### config.mk
export PLATFORM = sky130hd
export DESIGN_NAME = avmm_rr_arbiter
export DESIGN_NICKNAME = d
export VERILOG_FILES = /design/src/rtl/avmm_rr_arbiter.sv
export SDC_FILE = /design/constraint.sdc
export NUM_CORES = 1
export LEC_CHECK = 0
export BUFFER_PORTS_ARGS = -buffer_cell sky130_fd_sc_hd__buf_4
export CAP_MARGIN = 20
export CORE_AREA = 3 3 102 104
export CTS_CLUSTER_DIAMETER = 100
export DETAILED_ROUTE_END_ITERATION = 16
export DIE_AREA = 0 0 105 107
export GPL_ROUTABILITY_DRIVEN = 0
export MAX_ROUTING_LAYER = met4
export PLACE_DENSITY = 0.59
export RECOVER_POWER = 100
export SLEW_MARGIN = 20
export SYNTH_ARGS = -nofsm -noshare
export SYNTH_HDL_FRONTEND = slang
export SYNTH_SLANG_ARGS = --single-unit
### constraint.sdc
create_clock -name clk -period 3.1 [get_ports clk]
set_input_delay 0.465 -clock clk [delete_from_list [all_inputs] [get_ports clk]]
set_output_delay 0.465 -clock clk [all_outputs]
set_load 0.01 [all_outputs]
### src/rtl/avmm_rr_arbiter.sv
// Round-robin arbiter sharing one Avalon-MM master among NUM_REQ requesters.
// Read responses are routed back in order through a small ID FIFO.
//
// state | meaning
// IDLE  | no grant held; waiting for any requester strobe
// GRANT | requester gnt drives avm_*; re-arbitrates on each acceptance
module avmm_rr_arbiter #(
   parameter int NUM_REQ  = 2,
   parameter int ADDR_W   = 26,
   parameter int DATA_W   = 32,
   parameter int MAX_PEND = 4
) (
   input  logic                       clk,
   input  logic                       reset_n,
   input  logic [NUM_REQ*ADDR_W-1:0]  avs_address,
   input  logic [NUM_REQ-1:0]         avs_read,
   input  logic [NUM_REQ-1:0]         avs_write,
   input  logic [NUM_REQ*DATA_W-1:0]  avs_writedata,
   input  logic [NUM_REQ*DATA_W/8-1:0] avs_byteenable,
   output logic [NUM_REQ-1:0]         avs_waitrequest,
   output logic [DATA_W-1:0]          avs_readdata,
   output logic [NUM_REQ-1:0]         avs_readdatavalid,
   output logic [ADDR_W-1:0]          avm_address,
   output logic [DATA_W-1:0]          avm_writedata,
   output logic [DATA_W/8-1:0]        avm_byteenable,
   output logic                       avm_read,
   output logic                       avm_write,
   input  logic                       avm_waitrequest,
   input  logic [DATA_W-1:0]          avm_readdata,
   input  logic                       avm_readdatavalid,
   output logic                       rsp_error
);

   localparam int GW = (NUM_REQ > 1) ? $clog2(NUM_REQ) : 1;
   localparam int PW = (MAX_PEND > 1) ? $clog2(MAX_PEND) : 1;
   localparam int CW = PW + 1;
   localparam int BW = DATA_W / 8;

   typedef enum logic {IDLE, GRANT} state_t;

   state_t             state, state_nxt;
   logic [GW-1:0]      gnt, gnt_nxt, rr, rr_nxt, gnt_inc;
   logic [GW-1:0]      id_mem [MAX_PEND];
   logic [PW-1:0]      wr_ptr, rd_ptr;
   logic [CW-1:0]      count;
   logic [GW-1:0]      head;
   logic [NUM_REQ-1:0] req;
   logic               g_read, g_write;
   logic               fifo_full, fifo_empty;
   logic               accept, push, pop;

   // First requesting index at or after start, wrapping.
   function automatic logic [GW-1:0] rr_pick(input logic [NUM_REQ-1:0] r,
                                             input logic [GW-1:0] start);
      logic [GW-1:0] sel;
      logic          found;
      int            idx;
      sel   = start;
      found = 1'b0;
      for (int k = 0; k < NUM_REQ; k++) begin
         idx = (int'(start) + k) % NUM_REQ;
         if (!found && r[idx]) begin
            sel   = GW'(idx);
            found = 1'b1;
         end
      end
      return sel;
   endfunction

   assign req        = avs_read | avs_write;
   assign gnt_inc    = (gnt == GW'(NUM_REQ - 1)) ? '0 : gnt + 1'b1;
   assign fifo_full  = (count == CW'(MAX_PEND));
   assign fifo_empty = (count == '0);
   assign g_read     = (state == GRANT) && avs_read[gnt];
   assign g_write    = (state == GRANT) && avs_write[gnt];

   // A held read blocks the write strobe too: read wins when both are set.
   assign avm_read   = g_read && !fifo_full;
   assign avm_write  = g_write && !g_read;
   assign accept     = (avm_read || avm_write) && !avm_waitrequest;

   assign push       = accept && avm_read;
   assign pop        = avm_readdatavalid && !fifo_empty;
   assign head       = id_mem[rd_ptr];

   assign avs_readdata = avm_readdata;

   always_comb begin
      avm_address     = '0;
      avm_writedata   = '0;
      avm_byteenable  = '0;
      for (int i = 0; i < NUM_REQ; i++) begin
         if (gnt == GW'(i)) begin
            avm_address    = avs_address[i*ADDR_W +: ADDR_W];
            avm_writedata  = avs_writedata[i*DATA_W +: DATA_W];
            avm_byteenable = avs_byteenable[i*BW +: BW];
         end
      end
   end

   always_comb begin
      avs_waitrequest = '1;
      if (accept)
         avs_waitrequest[gnt] = 1'b0;
      avs_readdatavalid = '0;
      for (int i = 0; i < NUM_REQ; i++)
         avs_readdatavalid[i] = pop && (head == GW'(i));
   end

   always_comb begin
      state_nxt = state;
      gnt_nxt   = gnt;
      rr_nxt    = rr;
      case (state)
         IDLE: begin
            if (|req) begin
               state_nxt = GRANT;
               gnt_nxt   = rr_pick(req, rr);
            end
         end
         GRANT: begin
            if (accept) begin
               rr_nxt = gnt_inc;
               if (|req)
                  gnt_nxt = rr_pick(req, gnt_inc);
               else
                  state_nxt = IDLE;
            end else if (!req[gnt]) begin
               state_nxt = IDLE;
            end
         end
         default: state_nxt = IDLE;
      endcase
   end

   always_ff @(posedge clk) begin
      if (!reset_n) begin
         state     <= IDLE;
         gnt       <= '0;
         rr        <= '0;
         wr_ptr    <= '0;
         rd_ptr    <= '0;
         count     <= '0;
         rsp_error <= 1'b0;
      end else begin
         state <= state_nxt;
         gnt   <= gnt_nxt;
         rr    <= rr_nxt;
         if (push)
            wr_ptr <= wr_ptr + 1'b1;
         if (pop)
            rd_ptr <= rd_ptr + 1'b1;
         case ({push, pop})
            2'b10:   count <= count + 1'b1;
            2'b01:   count <= count - 1'b1;
            default: count <= count;
         endcase
         if (avm_readdatavalid && fifo_empty)
            rsp_error <= 1'b1;
      end
   end

   // ID storage needs no reset; validity is tracked by count and the pointers.
   always_ff @(posedge clk) begin
      if (push)
         id_mem[wr_ptr] <= gnt;
   end

endmodule

Yosys cells after proc, flatten, opt, wreduce, memory -nomap -nowiden
Memories as Yosys holds them, arrays and structs flattened. A register that Yosys moved wholly into a read port is not among the register bits.
Cells that the tools add are included.
{ "word_totals": {"reg_bits": 11, "latchBits": 0, "ramBits": 4, "romBits": 0, "input_bits": 164, "out_inout_bits": 101, "mem_count": 1} }
{ "op_classes": {"add_sub_neg": 7, "multipliers": 0, "div": 0, "magnitude_cmp": 6, "eq_ne": 6, "n_shift": 0, "muxes": 45, "bitwise": 6, "n_reduce_logical": 25} }
{ "mem_list": {"columns": ["memory", "words", "word_bits", "read_ports", "rd_clocked_by_memory_dff", "write_ports", "line", "text"], "rows": [
  ["id_mem", 4, 1, 1, 1, 1, "43", "logic [GW-1:0] id_mem [MAX_PEND];"]
]} }
{ "ops": {"columns": ["cell", "count"], "rows": [
  ["2-to-1 mux 1 bit", 35],
  ["2-to-1 mux 32 bit", 1],
  ["2-to-1 mux 26 bit", 1],
  ["logical AND 1 bit", 13],
  ["logical NOT 1 bit", 6],
  ["less-than comparator 1 x 2 -> 1 bit (second input constant)", 3],
  ["less-than comparator 2 x 3 -> 1 bit (second input constant)", 2],
  ["2-to-1 mux 2 bit", 3],
  ["one-hot mux 3 bit (2 select lines)", 1],
  ["adder 2 x 1 -> 2 bit (second input constant)", 2],
  ["2-to-1 mux 4 bit", 1],
  ["inequality test 2 x 1 -> 1 bit (second input constant)", 2],
  ["one-hot mux 1 bit (2 select lines)", 2],
  ["adder 1 bit (second input constant)", 3],
  ["adder 3 x 1 -> 3 bit (second input constant)", 1],
  ["equality test 3 bit (second input constant)", 1],
  ["logical NOT 3 bit", 1],
  ["AND reduction 3 bit", 1],
  ["subtractor 3 x 1 -> 3 bit (second input constant)", 1],
  ["AND 1 bit (first input constant)", 2],
  ["equality test 2 x 1 -> 1 bit (second input constant)", 1],
  ["equality test 2 bit (second input constant)", 1],
  ["inequality test 2 bit (second input constant)", 1],
  ["inverter 1 bit", 2],
  ["8 further kinds", 8]
]} }

Logic depth before layout (Yosys ltp)
Gate-level depths: netlist of run 1.
{ "logic_depth": {"depth_word": 15, "mapped_depth": 9} }

Worst setup path after synthesis of run 1
Ideal clock, no wire load.
{ "synth_path": {"path_type": "reg-to-reg", "startpoint": "register gnt", "endpoint": "register count[2]", "arrival_time_ps": 2177, "required_ps": 3029, "slack_ps": 852, "path_stages_with_launch": 10, "n_path_buf": 1, "period_less_slack_ps": 2248, "cell_sequence": "dfxtp_1 buf_6 mux2i_1 nor4b_4 inv_1 ha_1 fa_1 xnor2_1 or3_1 a21oi_1"} }
{ "synth_via": {"elab_chain_len": 10, "word_cells_on_any_way": 16, "classes_between": "2 x eq/ne; 5 x mux; 9 x reduce/logical"} }
{ "synth_lines": {"columns": ["element", "line", "text"], "rows": [
  ["start: declaration", "42", "logic [GW-1:0] gnt, gnt_nxt, rr, rr_nxt, gnt_inc;"],
  ["start signal: assignment", "147", "gnt <= gnt_nxt;"],
  ["2-to-1 mux 1 bit (not written as such) (2 in series)", "74", "assign g_read = (state == GRANT) && avs_read[gnt];"],
  ["logical AND 1 bit", "74", null],
  ["logical NOT 1 bit", "79", "assign avm_write = g_write && !g_read;"],
  ["logical AND 1 bit", "79", null],
  ["logical OR 1 bit", "80", "assign accept = (avm_read || avm_write) && !avm_waitrequest;"],
  ["logical AND 1 bit", "80", null],
  ["logical AND 1 bit *", "82", "assign push = accept && avm_read;"],
  ["equality test 2 x 1 -> 1 bit / equality test 2 bit (equally long branches)", "153", "case ({push, pop})"],
  ["one-hot mux 3 bit (2 select lines) / nonzero test 2 bit (equally long branches)", null, null],
  ["end signal: assignment", "154", "2'b10: count <= count + 1'b1;"],
  ["end signal: assignment", "155", "2'b01: count <= count - 1'b1;"],
  ["end signal: assignment", "156", "default: count <= count;"],
  ["end: declaration", "45", "logic [CW-1:0] count;"]
]} }
Every way passes the cells marked *; elsewhere a longest branch is shown, timed or not. The select of a mux whose other input is x is not followed.
A chain may end at the register's enable or synchronous reset.

Worst setup path in the final report of run 1
{ "layout_path": {"startpoint": "register gnt", "endpoint": "output port avs_waitrequest[0]"} }
{ "layout_via": {"elab_chain_len": 8, "word_cells_on_any_way": 18, "classes_between": "2 x order compare; 7 x mux; 1 x bitwise; 8 x reduce/logical"} }
{ "layout_lines": {"columns": ["element", "line", "text"], "rows": [
  ["branches (longest 7 deep; another with less-than comparator 1 x 2 -> 1 bit)", null, null],
  ["2-to-1 mux 2 bit *", "103", "if (accept)"],
  ["end: declaration", "20", "output logic [NUM_REQ-1:0] avs_waitrequest,"]
]} }
Every way passes the cells marked *. The select of a mux whose other input is x is not followed.

==> results.cfg, run 1 <==
[outcome]
status = completed

[clocking]
clock_latency_ns = 0.25
root_buffer = clkbuf_8
cts_setup_buffers = 0
cts.repair.resized = 0
clk_pin_slew_ns = 0.06
cts.sinks = 17
tritoncts = yes
cts-hold-fix-buffers = 0
cts_buffers = 3
htree_levels = 1
clockBufferDepth = 2

[synthesis]
ys_ff_latch = 17
avgSynthCellArea_sq_um = 10.0
synth_area_sq_um = 1850
syn_inst = 185
yosysTopAreaCellShare_pct = 37.7
synth.largest_area_cell = mux2_2
ys_warn_count = 0
yosys.cell_types.count = 37
syn_nets = 355
synth_area_leaders = mux2_2, dfxtp_1, buf_4
yosysSeqAreaShare_pct = 20.5

[setup_path]
rr_worst_depth = 8
cp.required_ns = 2.63
r2r_slack_ns = 0.65
cp_max_fo = 54
arrival_ns = 2.12
critical_path.slowest_cell = buf_4
reg2reg_from = count[0]
rr_endpoint = count[2]
worstPathCellList = buf_4 -> nand3b_1 -> o211a_2 -> nor3b_2 -> nand2b_1 -> buf_4
end_kind = output port
cp-start-kind = flip-flop
max_stage_delay_ns = 0.55
critPathKind = flip-flop to output port
path_common_cell = buf_4

[routing]
wl_um = 6800
vias = 1940
first_iter_violations = 98
postRouteAntennaNets = 0
routed_via_density = 4.02
drcViolationCount = 0
drt-pass1-iter-count = 4
post_drt_wl_per_cell_um = 14.1

[global_routing]
overflow = 0
grt_pass1_vias = 1955
grt_max_degree = 55
track_usage_pct = 11.2
grt_pass1_wl_um = 9980
antenna_found_initial = 0

[finish]
fillers = 1100
diodes = 0
multi_input_area_sq_um = 1160
drive_gt1_share_pct = 58.3
area_growth_pct = 64.3
final_common_cell = buf_4
final_cell_mix = buf_4, clkbuf_1, mux2_2, dfxtp_1, nor2_1
fin_nets = 521
post-route-util_pct = 31.6
regArea_sq_um = 380

[die]
die_area_sq_um = 11200
die_w_um = 105
core_sq_um = 9640
die_h_um = 107
pin_count = 265
num_rows = 36
initial_core_util_pct = 19.2

[power_and_ir_drop]
p_leak_nw = 1.31
vdd_drop_max_v = 0.000115
pwr-share-seq_pct = 28.7
p_per_area_nw_per_um2 = 331
internal_power_mw = 0.658
swShare_pct = 34.6
clockPowerShare_pct = 16.1
power.switching_mw = 0.348
pwr-share-comb_pct = 55.1

[placed_design]
post-place-ws_ns = 0.587
portBuffers = 200
hpwlAfterDp_um = 5990

[timing]
setup_slack_ns = 0.518
slew_headroom_pct = 39.7
finalSetupViolCount = 0
rsz0062_at_grt = no
drv_slew = 0
fin_crit_ns = 2.58
fmax_ghz = 0.387
finClkSkew_ns = 0.000639
worst_pin_slew_ns = 0.905
finalHoldViolCount = 0
tns_ns = 0
period_share_pct = 83.3

[hold_path]
worstHoldPathType = input port to flip-flop
hp-start = avm_readdatavalid
hold_depth = 3
holdPathEnd = rsp_error

[flow_run]
drv_cap = 0
-- stage by stage --
step | hold slack [ns] | area (sq um) | power, mW | std cells
floorplan | 0.479 | 1850 | 0.656 | 185
global placement | 0.458 | 3250 | 0.928 | 479
detailed placement | 0.475 | 3250 | 0.939 | 479
CTS | 0.455 | 3300 | 1.11 | 483
global route | 0.492 | 3040 | 1.09 | 483
finish | 0.453 | 3040 | 1.01 | 483
-- power groups by stage --
stage	clock [mW]	combinational, mW	sequential [mW]
floorplan	0	0.365	0.291
global placement	0	0.635	0.293
detailed placement	0	0.643	0.297
CTS	0.168	0.645	0.292
global route	0.180	0.611	0.295
finish	0.162	0.555	0.289
-- worst max-delay path: cells and delay by family, from the launching register on --
kind                   cells  cell delay, ns
AO/OA/AOI/OAI              1            0.19
buffers and inverters      2            0.71
flip-flops                 1            0.39
AND/OR/NAND/NOR            3            0.58
-- final cells by class --
cell class                      count  share of cell area [%]
Multi-Input combinational cell    123                    38.1
Timing Repair Buffer              202                    41.9
Sequential cell                    17                    12.5
Tap cell                          133                    5.47
Clock buffer                        4                    1.48
Inverter                            4                   0.493
-- cell usage after synthesis --
cell,n
fa_1,1
nand2_1,3
mux4_2,1
nor3b_1,1
buf_6,1
dfxtp_1,13
nor2_1,12
nor3b_2,2
buf_2,3
nor4b_4,1
and2_1,5
or3b_1,1
nand3_1,1
inv_1,4
o31ai_1,1
nand3b_1,1
o221a_2,1
a221oi_1,1
o211a_2,1
nor2b_1,2
xor2_1,2
a21oi_1,4
mux2i_1,2
clkbuf_1,5
nand2b_1,1
or2_1,1
mux2_2,62
o21ai_0,3
ha_1,5
xnor2_1,3
edfxtp_1,4
a21boi_0,1
o31a_1,1
nor3_1,1
a221oi_2,1
buf_4,32
or3_1,1
-- worst max-delay path by stage --
stage	start	end	slack, ns	cells past startpoint
2_1_floorplan	gnt	count[2]	0.85	9
3_3_place_gp	avs_read[0]	count[2]	0.66	9
3_5_place_dp	avs_read[0]	count[2]	0.59	9
4_1_cts	gnt	avs_waitrequest[0]	0.53	6
5_1_grt	gnt	avs_waitrequest[0]	0.29	6
6_report	gnt	avs_waitrequest[0]	0.52	6
-- metal layers --
layer | vias to the layer above | track usage [%] | wire length, um
met3 | 20 | 3.01 | 464
met2 | 96 | 18.4 | 3510
met5 | - | - | 0
met1 | 874 | 13.2 | 2630
met4 | 0 | 3.94 | 197
li1 | 950 | - | -
-- kinds of logic after synthesis --
group | after synthesis | synth area share [%]
compound gates | 14 | 5.60
xor+xnor | 5 | 2.36
fa+ha+maj | 6 | 4.46
buf+inv | 45 | 16.2
flops | 17 | 20.5
mux | 65 | 40.0
simple gates | 33 | 10.9
No activity file was read; power rests on OpenSTA's default activity.
==> run 2: changes to the inputs <==
- clock period: 3.1 -> 2.4 ns (I/O delays scaled with it)
==> results.cfg, run 2 (synthesis gave the netlist of run 1 again) <==
[outcome]
status = completed

[timing]
worst_pin_slew_ns = 0.548
fin_crit_ns = 2.19
fmax_ghz = 0.456
finalHoldViolCount = 0
drv_slew = 0
finalSetupViolCount = 0
rsz0062_at_grt = no
tns_ns = 0
slew_headroom_pct = 63.4
period_share_pct = 91.4
finClkSkew_ns = 0.00416

[setup_path]
end_kind = output port
critPathKind = flip-flop to output port
cp-start-kind = flip-flop
arrival_ns = 1.83
max_stage_delay_ns = 0.38
critPathBufInv = 3
cp_max_fo = 40
critical_path.slowest_cell = mux2_1
reg2reg_from = count[0]
worstPathCellList = buf_6 -> buf_6 -> mux2_1 -> buf_4
cpLargestDelayFamily = buffers and inverters
cp.required_ns = 2.04
path_common_cell = buf_6
crit_start = gnt

[power_and_ir_drop]
p_per_area_nw_per_um2 = 428
p_leak_nw = 1.31
vdd_drop_max_v = 0.000196

[finish]
fin_nets = 523
drive_gt1_share_pct = 58.8
fillers = 1093
area_growth_pct = 65.2
final_cell_mix = buf_4, clkbuf_1, mux2_2, nor2_1, dfxtp_1
final_common_cell = buf_4
post-route-util_pct = 31.7
multi_input_area_sq_um = 1170
diodes = 0
regArea_sq_um = 382

[routing]
vias = 1944
wl_um = 7010
postRouteAntennaNets = 0
drt-pass1-iter-count = 4
first_iter_violations = 68
routed_via_density = 4.01
post_drt_wl_per_cell_um = 14.5
drcViolationCount = 0

[clocking]
cts.sinks = 17
cts_buffers = 3
htree_levels = 1
tritoncts = yes
clock_latency_ns = 0.25
clk_pin_slew_ns = 0.07
cts_setup_buffers = 0
root_buffer = clkbuf_8
clockBufferDepth = 2

[global_routing]
use_met2_pct = 19.3
track_usage_pct = 11.5
top_usage_layer = met2
antenna_found_initial = 0
grt_pass1_wl_um = 10200
grt_max_degree = 41
grt_pass1_vias = 2003
use_met1_pct = 13.8
overflow = 0
use_met3_pct = 2.59

[placed_design]
portBuffers = 200
hpwlAfterDp_um = 6120

[die]
initial_core_util_pct = 19.2
core_sq_um = 9640
pin_count = 265
die_h_um = 107
die_w_um = 105
num_rows = 36
die_area_sq_um = 11200

[flow_run]
drv_cap = 0

[hold_path]
hp-start = avm_readdatavalid
worstHoldPathType = input port to flip-flop
[run 2: layout make-up]
type	instances	share of cell area, %
sequential	17	12.5
clock buffer	3	1.35
inverter	4	0.491
clock inverter	1	0.164
timing repair buffer	204	41.9
tap	133	5.44
multi-input combinational	123	38.1
[run 2: repair_timing]
item / CTS / global route
endpoints found under the setup margin: 24 / 2
gates cloned: 0 / 0
resized for setup: 1 / 1
hold buffers: 0 / 0
endpoints found under the hold margin: 0 / 0
[run 2: worst paths after layout]
kind                                     endpoint  slack (ns)  depth (start not counted)
worst max-delay path            avm_writedata[16]        0.21                          4
worst max register to register           count[2]        0.23                          8
worst min-delay path                    rsp_error        0.35                          3
worst min register to register          rsp_error        0.47                          2
[run 2: report_power, final]
part | switching (mW) | leakage, nW | internal, mW
combinational | 0.326 | 1.14 | 0.399
clock | 0.0994 | 0.0255 | 0.115
sequential | 0.0362 | 0.143 | 0.334
[run 2: metal layers]
metal  vias to the layer above  share of wire [%]
met5                         -                  0
met2                        82                 50
met3                        16                6.3
li1                        958                  -
met4                         0                2.6
met1                       888                 41
[run 2: metrics by stage]
step / total power [mW] / worst slack, ns / hold slack, ns / instances / instance area (sq um)
2_1_floorplan: 0.847 / 0.152 / 0.479 / 185 / 1850
3_3_place_gp: 1.21 / 0.251 / 0.470 / 481 / 3270
3_5_place_dp: 1.21 / 0.233 / 0.468 / 481 / 3270
4_1_cts: 1.43 / 0.0587 / 0.346 / 485 / 3320
5_1_grt: 1.41 / 0.0581 / 0.367 / 485 / 3060
6_report: 1.31 / 0.206 / 0.348 / 485 / 3060
[run 2: worst reg2reg max path, cell delays in order, from the launching register on]
cell and delay [ns]:
dfxtp_1 0.44, nor3b_1 0.14, nor4b_4 0.28, inv_1 0.07, ha_1 0.22, fa_1 0.38
xnor2_1 0.14, or3_1 0.31, a21oi_1 0.13
